==> src/rtl/mcycle_ctrl_pkg.sv <==
// Shared encodings for the multi-cycle MIPS control FSM: opcodes, functs,
// state and instruction-class enums, ALU codes and datapath select values.
package mcycle_ctrl_pkg;

    localparam int unsigned OP_W   = 6;
    localparam int unsigned ALU_W  = 4;
    localparam int unsigned SEL_W  = 2;
    localparam int unsigned STATE_W = 3;

    localparam logic [OP_W-1:0] OP_RTYPE = 6'h00;
    localparam logic [OP_W-1:0] OP_J     = 6'h02;
    localparam logic [OP_W-1:0] OP_JAL   = 6'h03;
    localparam logic [OP_W-1:0] OP_BEQ   = 6'h04;
    localparam logic [OP_W-1:0] OP_BNE   = 6'h05;
    localparam logic [OP_W-1:0] OP_ADDI  = 6'h08;
    localparam logic [OP_W-1:0] OP_ANDI  = 6'h0C;
    localparam logic [OP_W-1:0] OP_ORI   = 6'h0D;
    localparam logic [OP_W-1:0] OP_LW    = 6'h23;
    localparam logic [OP_W-1:0] OP_SW    = 6'h2B;

    localparam logic [OP_W-1:0] FN_SLL     = 6'h00;
    localparam logic [OP_W-1:0] FN_SRL     = 6'h02;
    localparam logic [OP_W-1:0] FN_JR      = 6'h08;
    localparam logic [OP_W-1:0] FN_SYSCALL = 6'h0C;
    localparam logic [OP_W-1:0] FN_ADD     = 6'h20;
    localparam logic [OP_W-1:0] FN_SUB     = 6'h22;
    localparam logic [OP_W-1:0] FN_AND     = 6'h24;
    localparam logic [OP_W-1:0] FN_OR      = 6'h25;
    localparam logic [OP_W-1:0] FN_SLT     = 6'h2A;

    localparam logic [ALU_W-1:0] ALU_AND = 4'b0000;
    localparam logic [ALU_W-1:0] ALU_OR  = 4'b0001;
    localparam logic [ALU_W-1:0] ALU_ADD = 4'b0010;
    localparam logic [ALU_W-1:0] ALU_SUB = 4'b0110;
    localparam logic [ALU_W-1:0] ALU_SLT = 4'b0111;
    localparam logic [ALU_W-1:0] ALU_SLL = 4'b1000;
    localparam logic [ALU_W-1:0] ALU_SRL = 4'b1001;

    localparam logic [SEL_W-1:0] PC_PC4    = 2'd0;
    localparam logic [SEL_W-1:0] PC_BRANCH = 2'd1;
    localparam logic [SEL_W-1:0] PC_JUMP   = 2'd2;
    localparam logic [SEL_W-1:0] PC_REG    = 2'd3;

    localparam logic [SEL_W-1:0] DST_RT  = 2'd0;
    localparam logic [SEL_W-1:0] DST_RD  = 2'd1;
    localparam logic [SEL_W-1:0] DST_R31 = 2'd2;

    localparam logic [SEL_W-1:0] WB_ALU  = 2'd0;
    localparam logic [SEL_W-1:0] WB_MEM  = 2'd1;
    localparam logic [SEL_W-1:0] WB_LINK = 2'd2;

    typedef enum logic [STATE_W-1:0] {
        ST_FETCH  = 3'd0,
        ST_DECODE = 3'd1,
        ST_EXEC   = 3'd2,
        ST_MEM    = 3'd3,
        ST_WB     = 3'd4,
        ST_HALT   = 3'd5
    } state_t;

    typedef enum logic [3:0] {
        CLS_RALU, CLS_IALU, CLS_LW, CLS_SW, CLS_BEQ, CLS_BNE,
        CLS_J, CLS_JAL, CLS_JR, CLS_SYSCALL, CLS_ILLEGAL
    } instr_cls_t;

    typedef struct packed {
        instr_cls_t       cls;
        logic [ALU_W-1:0] alu_ctrl;
        logic             alu_src_b;
        logic             ext_sign;
        logic             illegal;
    } dec_t;

endpackage

==> src/rtl/mcycle_decode.sv <==
// Combinational op/funct decoder: instruction class plus the EXEC-stage
// ALU controls (operation, operand-B select, immediate extension).
module mcycle_decode
    import mcycle_ctrl_pkg::*;
(
    input  logic [OP_W-1:0] i_op,
    input  logic [OP_W-1:0] i_funct,
    output dec_t            o_dec
);

    always_comb begin
        o_dec.cls       = CLS_ILLEGAL;
        o_dec.alu_ctrl  = ALU_ADD;
        o_dec.alu_src_b = 1'b0;
        o_dec.ext_sign  = 1'b1;
        case (i_op)
            OP_RTYPE: begin
                case (i_funct)
                    FN_ADD:     begin o_dec.cls = CLS_RALU; o_dec.alu_ctrl = ALU_ADD; end
                    FN_SUB:     begin o_dec.cls = CLS_RALU; o_dec.alu_ctrl = ALU_SUB; end
                    FN_AND:     begin o_dec.cls = CLS_RALU; o_dec.alu_ctrl = ALU_AND; end
                    FN_OR:      begin o_dec.cls = CLS_RALU; o_dec.alu_ctrl = ALU_OR;  end
                    FN_SLT:     begin o_dec.cls = CLS_RALU; o_dec.alu_ctrl = ALU_SLT; end
                    FN_SLL:     begin o_dec.cls = CLS_RALU; o_dec.alu_ctrl = ALU_SLL; end
                    FN_SRL:     begin o_dec.cls = CLS_RALU; o_dec.alu_ctrl = ALU_SRL; end
                    FN_JR:      o_dec.cls = CLS_JR;
                    FN_SYSCALL: o_dec.cls = CLS_SYSCALL;
                    default:    ;
                endcase
            end
            OP_LW:   begin o_dec.cls = CLS_LW;   o_dec.alu_src_b = 1'b1; end
            OP_SW:   begin o_dec.cls = CLS_SW;   o_dec.alu_src_b = 1'b1; end
            OP_ADDI: begin o_dec.cls = CLS_IALU; o_dec.alu_src_b = 1'b1; end
            // Logical immediates are zero-extended.
            OP_ANDI: begin
                o_dec.cls       = CLS_IALU;
                o_dec.alu_ctrl  = ALU_AND;
                o_dec.alu_src_b = 1'b1;
                o_dec.ext_sign  = 1'b0;
            end
            OP_ORI: begin
                o_dec.cls       = CLS_IALU;
                o_dec.alu_ctrl  = ALU_OR;
                o_dec.alu_src_b = 1'b1;
                o_dec.ext_sign  = 1'b0;
            end
            OP_BEQ:  begin o_dec.cls = CLS_BEQ; o_dec.alu_ctrl = ALU_SUB; end
            OP_BNE:  begin o_dec.cls = CLS_BNE; o_dec.alu_ctrl = ALU_SUB; end
            OP_J:    o_dec.cls = CLS_J;
            OP_JAL:  o_dec.cls = CLS_JAL;
            default: ;
        endcase
        o_dec.illegal = (o_dec.cls == CLS_ILLEGAL);
    end

endmodule

==> src/rtl/mcycle_ctrl.sv <==
// Multi-cycle MIPS control FSM: sequences fetch/decode/exec/mem/wb, guards
// memory handshakes with a timeout and counts retired instructions.
module mcycle_ctrl
    import mcycle_ctrl_pkg::*;
#(
    parameter int unsigned COUNT_WIDTH = 32,
    parameter int unsigned MEM_TIMEOUT = 256
) (
    input  logic                   clk,
    input  logic                   rst,
    input  logic [5:0]             op,
    input  logic [5:0]             funct,
    input  logic                   alu_zero,
    input  logic                   imem_ready,
    input  logic                   dmem_ready,
    output logic                   imem_req,
    output logic                   dmem_req,
    output logic                   dmem_we,
    output logic                   ir_we,
    output logic                   pc_we,
    output logic [1:0]             pc_src,
    output logic                   reg_we,
    output logic [1:0]             reg_dst,
    output logic [1:0]             wb_sel,
    output logic                   alu_src_b,
    output logic                   ext_sign,
    output logic [3:0]             alu_ctrl,
    output logic                   illegal,
    output logic                   bus_error,
    output logic                   halted,
    output logic [COUNT_WIDTH-1:0] retired_count,
    output logic [2:0]             state
);

    localparam int unsigned TW = $clog2(MEM_TIMEOUT);

    state_t                 r_state;
    state_t                 w_state_next;
    logic [TW-1:0]          r_tmo;
    logic                   r_bus_error;
    logic [COUNT_WIDTH-1:0] r_retired;
    logic                   w_wait;
    logic                   w_timeout;
    logic                   w_retire;
    logic                   w_tmo_last;
    dec_t                   w_dec;

    mcycle_decode u_decode (
        .i_op    (op),
        .i_funct (funct),
        .o_dec   (w_dec)
    );

    // Cycle in which a further missing ready exhausts the wait budget.
    assign w_tmo_last    = (r_tmo == TW'(MEM_TIMEOUT - 1));
    assign state         = r_state;
    assign bus_error     = r_bus_error;
    assign retired_count = r_retired;

    always_ff @(posedge clk) begin
        if (rst) begin
            r_state     <= ST_FETCH;
            r_tmo       <= '0;
            r_bus_error <= 1'b0;
            r_retired   <= '0;
        end else begin
            r_state <= w_state_next;
            if (w_state_next != r_state) begin
                r_tmo <= '0;
            end else if (w_wait) begin
                r_tmo <= r_tmo + TW'(1);
            end
            if (w_timeout) begin
                r_bus_error <= 1'b1;
            end
            if (w_retire) begin
                r_retired <= r_retired + COUNT_WIDTH'(1);
            end
        end
    end

    // Next state and datapath controls; everything stays idle while rst is high.
    always_comb begin
        w_state_next = r_state;
        w_wait       = 1'b0;
        w_timeout    = 1'b0;
        w_retire     = 1'b0;
        imem_req     = 1'b0;
        dmem_req     = 1'b0;
        dmem_we      = 1'b0;
        ir_we        = 1'b0;
        pc_we        = 1'b0;
        pc_src       = PC_PC4;
        reg_we       = 1'b0;
        reg_dst      = DST_RT;
        wb_sel       = WB_ALU;
        alu_src_b    = 1'b0;
        ext_sign     = 1'b0;
        alu_ctrl     = ALU_ADD;
        illegal      = 1'b0;
        halted       = 1'b0;
        if (!rst) begin
            case (r_state)
                ST_FETCH: begin
                    imem_req = 1'b1;
                    if (imem_ready) begin
                        ir_we        = 1'b1;
                        pc_we        = 1'b1;
                        pc_src       = PC_PC4;
                        w_state_next = ST_DECODE;
                    end else if (w_tmo_last) begin
                        w_timeout    = 1'b1;
                        w_state_next = ST_HALT;
                    end else begin
                        w_wait = 1'b1;
                    end
                end
                ST_DECODE: begin
                    if (w_dec.illegal) begin
                        illegal      = 1'b1;
                        w_state_next = ST_FETCH;
                    end else if (w_dec.cls == CLS_SYSCALL) begin
                        w_retire     = 1'b1;
                        w_state_next = ST_HALT;
                    end else begin
                        w_state_next = ST_EXEC;
                    end
                end
                ST_EXEC: begin
                    alu_ctrl  = w_dec.alu_ctrl;
                    alu_src_b = w_dec.alu_src_b;
                    ext_sign  = w_dec.ext_sign;
                    case (w_dec.cls)
                        CLS_BEQ, CLS_BNE: begin
                            if ((w_dec.cls == CLS_BEQ) == alu_zero) begin
                                pc_we  = 1'b1;
                                pc_src = PC_BRANCH;
                            end
                            w_retire     = 1'b1;
                            w_state_next = ST_FETCH;
                        end
                        CLS_J: begin
                            pc_we        = 1'b1;
                            pc_src       = PC_JUMP;
                            w_retire     = 1'b1;
                            w_state_next = ST_FETCH;
                        end
                        CLS_JR: begin
                            pc_we        = 1'b1;
                            pc_src       = PC_REG;
                            w_retire     = 1'b1;
                            w_state_next = ST_FETCH;
                        end
                        // Link write happens alongside the jump, no WB visit.
                        CLS_JAL: begin
                            pc_we        = 1'b1;
                            pc_src       = PC_JUMP;
                            reg_we       = 1'b1;
                            reg_dst      = DST_R31;
                            wb_sel       = WB_LINK;
                            w_retire     = 1'b1;
                            w_state_next = ST_FETCH;
                        end
                        CLS_LW, CLS_SW: w_state_next = ST_MEM;
                        default:        w_state_next = ST_WB;
                    endcase
                end
                ST_MEM: begin
                    dmem_req = 1'b1;
                    dmem_we  = (w_dec.cls == CLS_SW);
                    if (dmem_ready) begin
                        if (w_dec.cls == CLS_SW) begin
                            w_retire     = 1'b1;
                            w_state_next = ST_FETCH;
                        end else begin
                            w_state_next = ST_WB;
                        end
                    end else if (w_tmo_last) begin
                        w_timeout    = 1'b1;
                        w_state_next = ST_HALT;
                    end else begin
                        w_wait = 1'b1;
                    end
                end
                ST_WB: begin
                    reg_we       = 1'b1;
                    reg_dst      = (w_dec.cls == CLS_RALU) ? DST_RD : DST_RT;
                    wb_sel       = (w_dec.cls == CLS_LW) ? WB_MEM : WB_ALU;
                    w_retire     = 1'b1;
                    w_state_next = ST_FETCH;
                end
                ST_HALT: halted = 1'b1;
                default: w_state_next = ST_FETCH;
            endcase
        end
    end

endmodule

==> config.mk <==
export PLATFORM = sky130hd
export DESIGN_NAME = mcycle_ctrl
export DESIGN_NICKNAME = d
export VERILOG_FILES = /design/src/rtl/mcycle_ctrl_pkg.sv /design/src/rtl/mcycle_decode.sv /design/src/rtl/mcycle_ctrl.sv
export SDC_FILE = /design/constraint.sdc
export NUM_CORES = 1
export LEC_CHECK = 0
export CORE_AREA = 3 3 81 83
export DETAILED_ROUTE_END_ITERATION = 10
export DIE_AREA = 0 0 84 86
export GPL_TIMING_DRIVEN = 0
export HOLD_SLACK_MARGIN = 0.1
export PLACE_DENSITY = 0.86
export SLEW_MARGIN = 25
export SYNTH_ARGS = -nofsm -noshare
export SYNTH_HDL_FRONTEND = slang
export SYNTH_SLANG_ARGS = --single-unit
==> constraint.sdc <==
create_clock -name clk -period 3.1 [get_ports clk]
set_input_delay 0.31 -clock clk [delete_from_list [all_inputs] [get_ports clk]]
set_output_delay 0.31 -clock clk [all_outputs]
set_load 0.02 [all_outputs]
==> run metrics, run 1 <==
run status completed; Clock Skews about 0.0048 ns; cell area after synthesis 2905 µm²; setup slack, reg-to-reg 0.67 ns; CP Capture Type primary output; post-DR wirelength/cell 15.63 µm; CP delay by family, top buffers and inverters; clock-pin slew on the worst setup and hold paths 0.08 ns; GR Overflow Total 0; Max Freq 332.7 MHz; area grow syn2layout 32.56%; Setup CP Type primary input to primary output; top cell type's share of synthesized area 30.32%; Setup WS pre-CTS -0.3499 ns; initial antenna violation count 0; VDD IR max ~230 µV; CTS tree done; # H-tree levels 2; Least-Margin Pin Slew about 0.9 ns; DRC 0; clk_lat worst skew between 0.2 and 0.3 ns; Rows 28; Hold WC Path Type flop to flop; Setup violations, final 0; Placer Congestion between 0.9 and 1; Max Slew Vio Count 0; IO buf count 68; first-pass GRT wire length around 14 mm; Fin. Hold Viols 0; leading area contributor after synthesis dfxtp_1; Hold Path Cell Cnt 2; Post-synth EDFFs 0; drt pass-1 iters 4; Worst slew margin 40.69%; syn_nets 403; total global-route track usage 22.75%; Post-CTS Hold Buffers 0; die area between 7000 and 8000 µm²; number of cells on the critical path 7; Max FO, Critical Path 5; top_reg_cell synth dfxtp_1; R2R depth 8; min cycle time layout 3.006 ns; Ys Warns 0; layout cell share with drive strength beyond 1 7.576%; vias between 3,000 and 4,000; Via density 6.192; CP max-delay cell clkdlybuf4s50_1; Routed WL 8.392 mm; max-cap viol count 0; post-DP HPWL 6.121 mm; largest net degree at the start of global routing 15; crit share post-route 96.96%; syn_area_per_cell 7.566 µm²; crit-path most repeated cell clkdlybuf4s50_1; Max stage delay on crit path 0.60 ns; Die Ht 86 µm; Leak approximately 1.3 nW; Worst Path Buf+Inv 3; synth top area cells dfxtp_1 (30%), a21oi_1 (6.2%), nor2_1 (5.2%); FILL cells 506; fin util 65.05%; Post-Syn Instances 384; nets@finish 480; clk root buf clkbuf_8; Worst Slack Setup Final 0.09415 ns; post-route ant nets 0; RSZ-0062 raised after global routing false; area of the core 5921 µm²; IO Count 73; ys async rst share 0%; register bit total from synthesis 44; ant diodes 0; crit-path cells clkdlybuf4s50_1, and4bb_2, o2bb2ai_2, o31ai_4, buf_4, and4b_1, clkdlybuf4s50_1; total CTS buffers 5; CTS Sinks between 40 and 50; Die W 84 µm; Netlist cell types 64; number of global-route vias before repair 3,096; Max clock buf depth 2; Iteration-0 DRC Markers 312; Initial Util 49.07%; PD cells 297.4 nW/µm²; Worst setup SP type primary input; post-synthesis sequential area ratio 30.32%; WP data arrival 2.70 ns; Worst EP required 2.79 ns
==> repair_timing <==
action | CTS | global route
cloned | 0 | 0
setup buffers | 2 | 1
endpoints found under the setup margin | 8 | 6
resized for setup | 8 | 8
pin swaps | 1 | 1
==> tightest hold or removal path, delay by kind of cell (launching register included) <==
kind | cells | cell delay [ns]
flops | 1 | 0.34
compound gates | 2 | 0.11
==> area by class of cell <==
cell class              instances  area (µm²)  area share, %
well taps                      75       93.84          2.437
multi-input cells             305        1893          49.16
inverters                      10       37.54         0.9747
clock buffers                   5       68.82          1.787
clock inverters                 3       42.54          1.105
repair buffers                 71       714.4          18.55
flip-flops and latches         44       880.8          22.87
plain buffers                  24       120.1          3.119
==> metal layers <==
layer	share of wire (%)	vias to the layer above	track usage, %	wire (µm)
met4	2.1	0	8.041	175
met2	49	149	40.27	4087
met5	0	-	0	0
met1	43	1552	27.64	3585
met3	6.5	25	4.227	544
li1	-	1599	-	-
==> synthesized netlist by cell type (all sizes together), types with 10 or more instances <==
| cell type | count |
|---|---|
| nand3 | 20 |
| nor2 | 40 |
| nor3 | 12 |
| clkbuf | 14 |
| inv | 10 |
| buf | 11 |
| dfxtp | 44 |
| nand4 | 11 |
| and3 | 10 |
| nand2 | 21 |
| a21oi | 36 |
| o21ai | 25 |
| or3 | 22 |
==> final timing paths <==
path                                                       end                            from
worst max-delay path                                   illegal                        funct[3]
worst min-delay path            retired_count[18]$_SDFFE_PP0P_  retired_count[18]$_SDFFE_PP0P_
worst max register to register  retired_count[15]$_SDFFE_PP0P_             state[2]$_SDFF_PP0_
worst min register to register  retired_count[18]$_SDFFE_PP0P_  retired_count[18]$_SDFFE_PP0P_
==> kinds of logic after synthesis <==
group	after synthesis	synth area share [%]
AOI/OAI and AO/OA	104	23.00
xor gates and xnor gates	12	3.618
adders and majority gates	2	0.8612
buffers and inverters	35	5.555
DFF	44	30.32
muxes	2	0.6891
and+or+nand+nor	185	35.96
==> cell usage in the layout, fill, tap and decap left out, drive strengths merged, types with 10 or more instances in the layout <==
master	n
a21oi	36
clkdlybuf4s50	59
nor3	12
nand4	11
nor2	40
dfxtp	44
clkbuf	18
o21ai	25
buf	14
inv	10
nand3	20
nand2	21
and3	10
or3	22
==> where the power goes <==
| part | internal (mW) | leakage, nW | switching (mW) | total (mW) |
|---|---|---|---|---|
| combinational | 0.0565 | 0.884 | 0.0810 | 0.138 |
| sequential | 0.567 | 0.355 | 0.00359 | 0.570 |
| clock | 0.239 | 0.0541 | 0.199 | 0.437 |
| total | 0.862 | 1.29 | 0.284 | 1.15 |
==> per-stage QoR <==
step           total power [mW]  instance area [µm²]  hold WS, ns  instances  setup TNS (ns)
6_report                  1.145                 3851       0.4995        537               0
5_1_grt                   1.190                 3851       0.5155        537               0
4_1_cts                   1.149                 3825       0.4832        536               0
3_5_place_dp             0.7134                 3680       0.4898        527          -1.520
3_3_place_gp             0.7101                 3680       0.4674        527          -1.180
2_1_floorplan            0.6626                 2905       0.4722        384               0
==> flip-flops by register name (all words and copies together) (netlist names) <==
name and count:
bus_error 1, r_tmo 8, retired_count 32, state 3
(Power assumes the default switching activity.)
==> run 2: changes to the inputs <==
--- a/config.mk
+++ b/config.mk
@@ -5,12 +5,14 @@
 export SDC_FILE = /design/constraint.sdc
 export NUM_CORES = 1
 export LEC_CHECK = 0
-export CORE_AREA = 3 3 81 83
+export ABC_AREA = 1
+export CORE_AREA = 3 3 86 88
+export CTS_BUF_LIST = sky130_fd_sc_hd__clkbuf_2
 export DETAILED_ROUTE_END_ITERATION = 10
-export DIE_AREA = 0 0 84 86
+export DIE_AREA = 0 0 89 91
 export GPL_TIMING_DRIVEN = 0
 export HOLD_SLACK_MARGIN = 0.1
-export PLACE_DENSITY = 0.86
+export PLACE_DENSITY = 0.84
 export SLEW_MARGIN = 25
 export SYNTH_ARGS = -nofsm -noshare
 export SYNTH_HDL_FRONTEND = slang
==> constraint.sdc (replaced) <==
create_clock -name clk -period 2.6 [get_ports clk]
set_input_delay 0.26 -clock clk [delete_from_list [all_inputs] [get_ports clk]]
set_output_delay 0.26 -clock clk [all_outputs]
set_load 0.02 [all_outputs]
==> run 2 against run 1 <==
Against the previous run: total power rose by 3.9%; clock power down 30%; largest power group unchanged; via count rose by 10%; combinational power increased by 42%; count of clock-buffer cells in the layout is the same; worst hold slack got worse by 0.075 ns; routed wire length rose by 3.9%; sequential power rose by 21%; first-iteration DRC count shrank 29%; synthesized cell count is 39% higher; sequential share of layout area is 1.2 points lower.
==> run metrics, run 2 <==
run status completed (unchanged); Post-synth EDFFs 0 (unchanged); leading area contributor after synthesis dfxtp_1 (unchanged); Fin. Hold Viols 0 (unchanged); Setup WS pre-CTS -0.5469 ns (was -0.3499 ns); drt pass-1 iters 5 (was 4); commonest cells after routing, fill and taps aside nand2_1 (142), nor2_1 (91), inv_1 (86), clkdlybuf4s50_1 (51), nand3_1 (48) (was clkdlybuf4s50_1 (59), dfxtp_1 (44), nor2_1 (40), a21oi_1 (35)); vias 3,671 (was 3,325); nets@finish 636 (was 480); area grow syn2layout 31.87% (was 32.56%); Die W 89 µm (was 84 µm); clk root buf clkbuf_2 (was clkbuf_8); CP Capture Type primary output (unchanged); cell area after synthesis 3098 µm² (was 2905 µm²); # H-tree levels 2 (unchanged); syn_nets 553 (was 403); Max clock buf depth 2 (unchanged); post-route ant nets 0 (unchanged); clock-pin slew on the worst setup and hold paths 0.25 ns (was 0.08 ns); post-synthesis sequential area ratio 28.43% (was 30.32%); Setup CP Type primary input to primary output (unchanged); count leader, synth nand2_1 (was dfxtp_1); Largest register FFs 32 (unchanged); Post-CTS Hold Buffers 0 (unchanged); Max Freq 404.8 MHz; max-cap viol count 0 (unchanged); crit-path most repeated cell nand2_1 (was clkdlybuf4s50_1); Worst EP required 2.34 ns (was 2.79 ns); cell area after layout 4085 µm² (was 3851 µm²); Max FO, Critical Path 5 (unchanged); largest net degree at the start of global routing 15 (unchanged); Worst slew margin 53.74% (was 40.69%); Placer Congestion 0.8671 (was 0.9014); most common cell after layout, fill and taps aside nand2_1 (was clkdlybuf4s50_1); crit-path cells clkdlybuf4s50_1, nor2_1, nand3_1, inv_1, nand3_1, nand2_1, a21oi_4, nand3_2, and2_1, nand2_1, nand2_1, a21oi_2, buf_4 (was clkdlybuf4s50_1, and4bb_2, o2bb2ai_2, o31ai_4, buf_4, and4b_1, clkdlybuf4s50_1); ys async rst share 0% (unchanged); synth top area cells dfxtp_1 (28%), nand2_1 (17%), nor2_1 (12%) (was dfxtp_1 (30%), a21oi_1 (6.2%), nor2_1 (5.2%)); post-DP HPWL 6.578 mm (was 6.121 mm); Iteration-0 DRC Markers 223 (was 312); PD cells 291.3 nW/µm² (was 297.4 nW/µm²); Setup violations, final 0 (unchanged); Worst Path Buf+Inv 3 (unchanged); VDD IR max 139.9 µV (was 228.6 µV); Die Ht 91 µm (was 86 µm); clk_lat worst skew 0.44 ns (was 0.29 ns); Routed WL 8.721 mm (was 8.392 mm); total CTS buffers 5 (unchanged); synth cell count leaders nand2_1 (143), nor2_1 (96), inv_1 (88) (was dfxtp_1 (44), nor2_1 (40), a21oi_1 (36)); crit share post-route roughly 95%; register bit total from synthesis 44 (unchanged); Least-Margin Pin Slew 0.6939 ns (was 0.8829 ns); area of the core 6719 µm² (was 5921 µm²); Via density 5.259 (was 6.192); ant diodes 0 (unchanged); Rows 30 (was 28); layout cell share with drive strength beyond 1 9.871% (was 7.576%); GR Overflow Total 0 (unchanged); IO Count 73 (unchanged); Worst Slack Setup Final 0.1295 ns (was 0.09415 ns); Hold WC Path Type primary input to flop (was flop to flop); Post-Syn Instances 534 (was 384); top_reg_cell synth dfxtp_1 (unchanged); Post-DP Area 3915 µm² (was 3680 µm²); Max Slew Vio Count 0 (unchanged); Initial Util 46.11% (was 49.07%); min cycle time layout 2.471 ns; Leak 1.892 nW (was 1.293 nW); post-DR wirelength/cell 12.49 µm (was 15.63 µm); CTS tree done (unchanged); IO buf count 71 (was 68); initial antenna violation count 0 (unchanged); Worst setup SP type primary input (unchanged); top cell type's share of synthesized area 28.43% (was 30.32%); Netlist cell types 36 (was 64); syn_area_per_cell 5.801 µm² (was 7.566 µm²); die area 8099 µm² (was 7224 µm²); WP data arrival 2.21 ns (was 2.70 ns); Ys Warns 0 (unchanged); total global-route track usage 21.22% (was 22.75%); number of global-route vias before repair 3,359 (was 3,096); CP max-delay cell clkdlybuf4s50_1 (unchanged); Clock Skews 0.03092 ns (was 0.004812 ns); DRC 0 (unchanged); Post-Route Setup TNS 0 ns (unchanged); CTS Sinks 44 (unchanged); first-pass GRT wire length 14.17 mm (was 13.89 mm); Max stage delay on crit path 0.53 ns (was 0.60 ns); CP delay by family, top simple AND/OR/NAND/NOR gates (was buffers and inverters)
==> run 2: report_power, final <==
group / internal, mW / leakage [nW] / switching [mW]
sequential: 0.681 / 0.356 / 0.00667
combinational: 0.0723 / 1.51 / 0.123
clock: 0.0621 / 0.0226 / 0.244
total: 0.815 / 1.89 / 0.374
==> run 2: path summary, 6_finish.rpt <==
path                                               startpoint                             end  slack [ns]  cells after the start
worst min-delay path                                      rst             state[0]$_SDFF_PP0_        0.42                      4
worst max register to register  retired_count[0]$_SDFFE_PP0P_  retired_count[30]$_SDFFE_PP0P_        0.28                     14
worst min register to register         bus_error$_SDFFE_PP0P_          bus_error$_SDFFE_PP0P_        0.47                      2
worst max-delay path                                 funct[1]                           pc_we        0.13                     13
==> run 2: worst min-delay path, stage by stage <==
cell	delay, ns
clkbuf_1	0.23
nor2_1	0.20
nand2_1	0.09
inv_1	0.07
==> run 2: final cells by class <==
type,instances,area (µm²)
tap,80,100.1
sequential,44,887.1
clock buffer,5,25.02
inverter,92,345.3
multi-input combinational,387,1897
clock inverter,3,18.77
fill,624,2634
buffer,11,71.32
timing repair buffer,76,740.7
==> run 2: repair_timing <==
item	CTS	global route
endpoints found under the hold margin	0	0
buffers inserted	1	4
pin swaps	1	5
cloned	0	0
resized for setup	34	21
endpoints found under the setup margin	14	17
==> run 2: cell families after synthesis <==
group	count (synthesis)	synth area share, %
multiplexers	1	0.3231
buffers and inverters	103	13.45
flip-flops	44	28.43
XOR/XNOR	8	2.262
AO/OA/AOI/OAI	29	5.372
AND/OR/NAND/NOR	347	49.35
adder cells (fa/ha/maj)	2	0.8076
==> run 2: per-stage QoR <==
stage / util, % / hold WS [ns] / power [mW] / std cells
floorplan: - / 0.5033 / 0.8055 / 534
global placement: 58.27 / 0.4486 / 0.8730 / 685
detailed placement: 58.27 / 0.4547 / 0.8788 / 685
CTS: 59.68 / 0.3880 / 1.187 / 694
global route: 60.80 / 0.4388 / 1.241 / 698
finish: 60.80 / 0.4243 / 1.190 / 698
==> run 2: per-layer routing <==
metal,routed length (µm),share of wire (%),GRT usage (%),up-vias
li1,-,-,-,1843
met1,3646,42,25.40,1636
met3,562,6.4,3.176,30
met5,0,0,0,-
met4,263,3.0,10.17,0
met2,4248,49,36.26,162
==> RTL change: new RTL, flow settings as in run 1 <==
Change the parameter `COUNT_WIDTH` from 32 to 16.
--- a/src/rtl/mcycle_ctrl.sv
+++ b/src/rtl/mcycle_ctrl.sv
@@ -5,3 +5,3 @@
 #(
-    parameter int unsigned COUNT_WIDTH = 32,
+    parameter int unsigned COUNT_WIDTH = 16,
     parameter int unsigned MEM_TIMEOUT = 256
Interface: changed (resized retired_count); port bits go from 73 to 57. The function was not compared with the original's and may differ.
==> RTL change against run 1 <==
Area after synthesis decreased by 29%. Critical path depth grew 2. Highest routed layer unchanged. Synthesized cell count decreased by 29%. Wire length is 31% lower. Non-clock buffer count shrank 26. Setup slack better by 0.039 ns. Total power decreased by 37%. Design area shrank 28%. Sequential cell count is 16 lower. Combinational power is 4% lower.
==> RTL change: results (changes against run 1) <==
- Status: completed
- Placer Congestion: 0.867 (-3.9%)
- Top cells by count, synth: 30 x nor2_1, 28 x dfxtp_1, 20 x nand2_1
- Slew headroom: 50.9% (+10 points)
- Pre-antenna DRT Iters: 4 (unchanged)
- GRT Util Overall: 15.5% (-7.2 points)
- Clock skew: 0.00353 ns (-0.00128 ns)
- Drt total wl: 5830 µm (-31%)
- Vias per cell: 5.59 (-9.7%)
- Critical R2R Launch: state[0]
- Clock root buffer master: clkbuf_8
- Pre-CTS setup slack: -0.217 ns (+0.133 ns)
- Cells after DPL: 400 (-24%)
- Setup crit start: op[1]
- 1st-iter DRT viols: 150 (-52%)
- Layout cell share with drive strength beyond 1: 6.63% (-0.95 points)
- Worst r2r path cells: 6 (-2)
- Largest net degree at the start of global routing: 16 (+1)
- Synth async-reset ratio: 0% (unchanged)
- Hold_sp: rst
- Cts bufs inserted: 3 (-2)
- Top post-synthesis cells by area: dfxtp_1 27%, nor2_1 5.5%, a21oi_1 4.4%
- Hpwl dp: 4490 µm (-27%)
- Seq/Total Area, Yosys: 27.2% (-3.1 points)
- Synth cell types: 54 (-16%)
- VDD IR max: 0.000163 V (-29%)
- # port buffers: 53 (-22%)
- Max reg flops: 16 (-50%)
- Hold WC Path Type: in -> reg
- First-pass GRT wire length: 9480 µm (-32%)
- Initial antenna violation count: 0 (unchanged)
- Cells after Synth: 272 (-29%)
- Syn nets: 291 (-28%)
- Fillers: 579 (+14%)
- H-Tree Depth: 1 (-1)
- Max FO, Critical Path: 10 (+5)
- Net Sw Frac: 27.0% (+2.2 points)
- Vias in the first global route: 2,104 (-32%)
- DR vias: 2,276 (-32%)
## RTL change: cell count changes after synthesis, moves of 3 or more
cell      before  now
a21oi_1       36   18
dfxtp_1       44   28
or3_1         21    9
nand3_1       20    9
nor2_1        40   30
and3_1        10    1
clkbuf_1      14    6
nand4_1       11    6
nor3_1        12   17
o21ai_0       21   17
o21ai_1        4    0
o31ai_1        8    4
or4_1          6    2
buf_2          6    3
## RTL change: path summary, 6_finish.rpt
path	slack, ns	to
worst max-delay path	0.13	pc_src[1]
worst min-delay path	0.43	state[1]
worst max register to register	0.71	retired_count[11]
worst min register to register	0.48	bus_error
## RTL change: kinds of logic (layout without fill, tap and decap cells)
logic type               after synthesis  after routing  share of synthesized area (%)
flip-flops                            28             28                           27.2
AO/OA/AOI/OAI                         69             69                           22.4
adder cells (fa/ha/maj)                2              2                           1.21
XOR/XNOR                              15             15                           6.38
AND/OR/NAND/NOR                      131            131                           35.8
multiplexers                           3              3                           1.46
buffers and inverters                 24             84                           5.47
## RTL change: cell type report
| type | instances | area, µm² | area share [%] |
|---|---|---|---|
| flip-flops and latches | 28 | 561 | 20.1 |
| inverters | 11 | 41.3 | 1.48 |
| plain buffers | 13 | 71.3 | 2.56 |
| clock buffers | 4 | 55.1 | 1.97 |
| multi-input cells | 220 | 1400 | 50.3 |
| repair buffers | 56 | 563 | 20.2 |
| well taps | 75 | 93.8 | 3.36 |
## RTL change: power groups by stage
stage	clock [mW]	combinational [mW]	sequential, mW
after global routing	0.248	0.145	0.365
after detailed placement	0	0.128	0.373
final	0.228	0.133	0.365
after CTS	0.236	0.130	0.365
after global placement	0	0.125	0.373
after floorplan	0	0.0759	0.374
## RTL change: stage by stage
stage	power [mW]	setup TNS (ns)	utilization, %	cell area (µm²)	hold slack [ns]
finish	0.726	0	47.1	2790	0.429
global route	0.759	0	47.1	2790	0.467
CTS	0.731	0	46.5	2750	0.417
detailed placement	0.501	-0.631	45.3	2680	0.465
global placement	0.498	-0.299	45.3	2680	0.463
floorplan	0.450	0	-	2060	0.507
## RTL change: worst max-delay path: stages
cell	delay (ns)
clkdlybuf4s50_1	0.46
buf_6	0.17
nor2_4	0.19
nand2_1	0.11
a211o_1	0.31
o2bb2ai_1	0.16
nand3_1	0.17
o21ai_0	0.13
clkdlybuf4s50_1	0.64
## RTL change: per-layer routing
metal  track usage, %  part of all wire, %  vias to the layer above
li1                 -                    -                     1124
met1             19.7                   45                     1071
met2             27.0                   48                       78
met3             3.65                  6.3                        3
met4             3.07                 0.33                        0
met5                0                    0                        -
## RTL change: what timing repair did
item / CTS / global route
resized for setup: 2 / 6
setup endpoints to repair: 5 / 6
setup buffers: 1 / 2
hold buffers: 0 / 0
pin swaps: 1 / 0
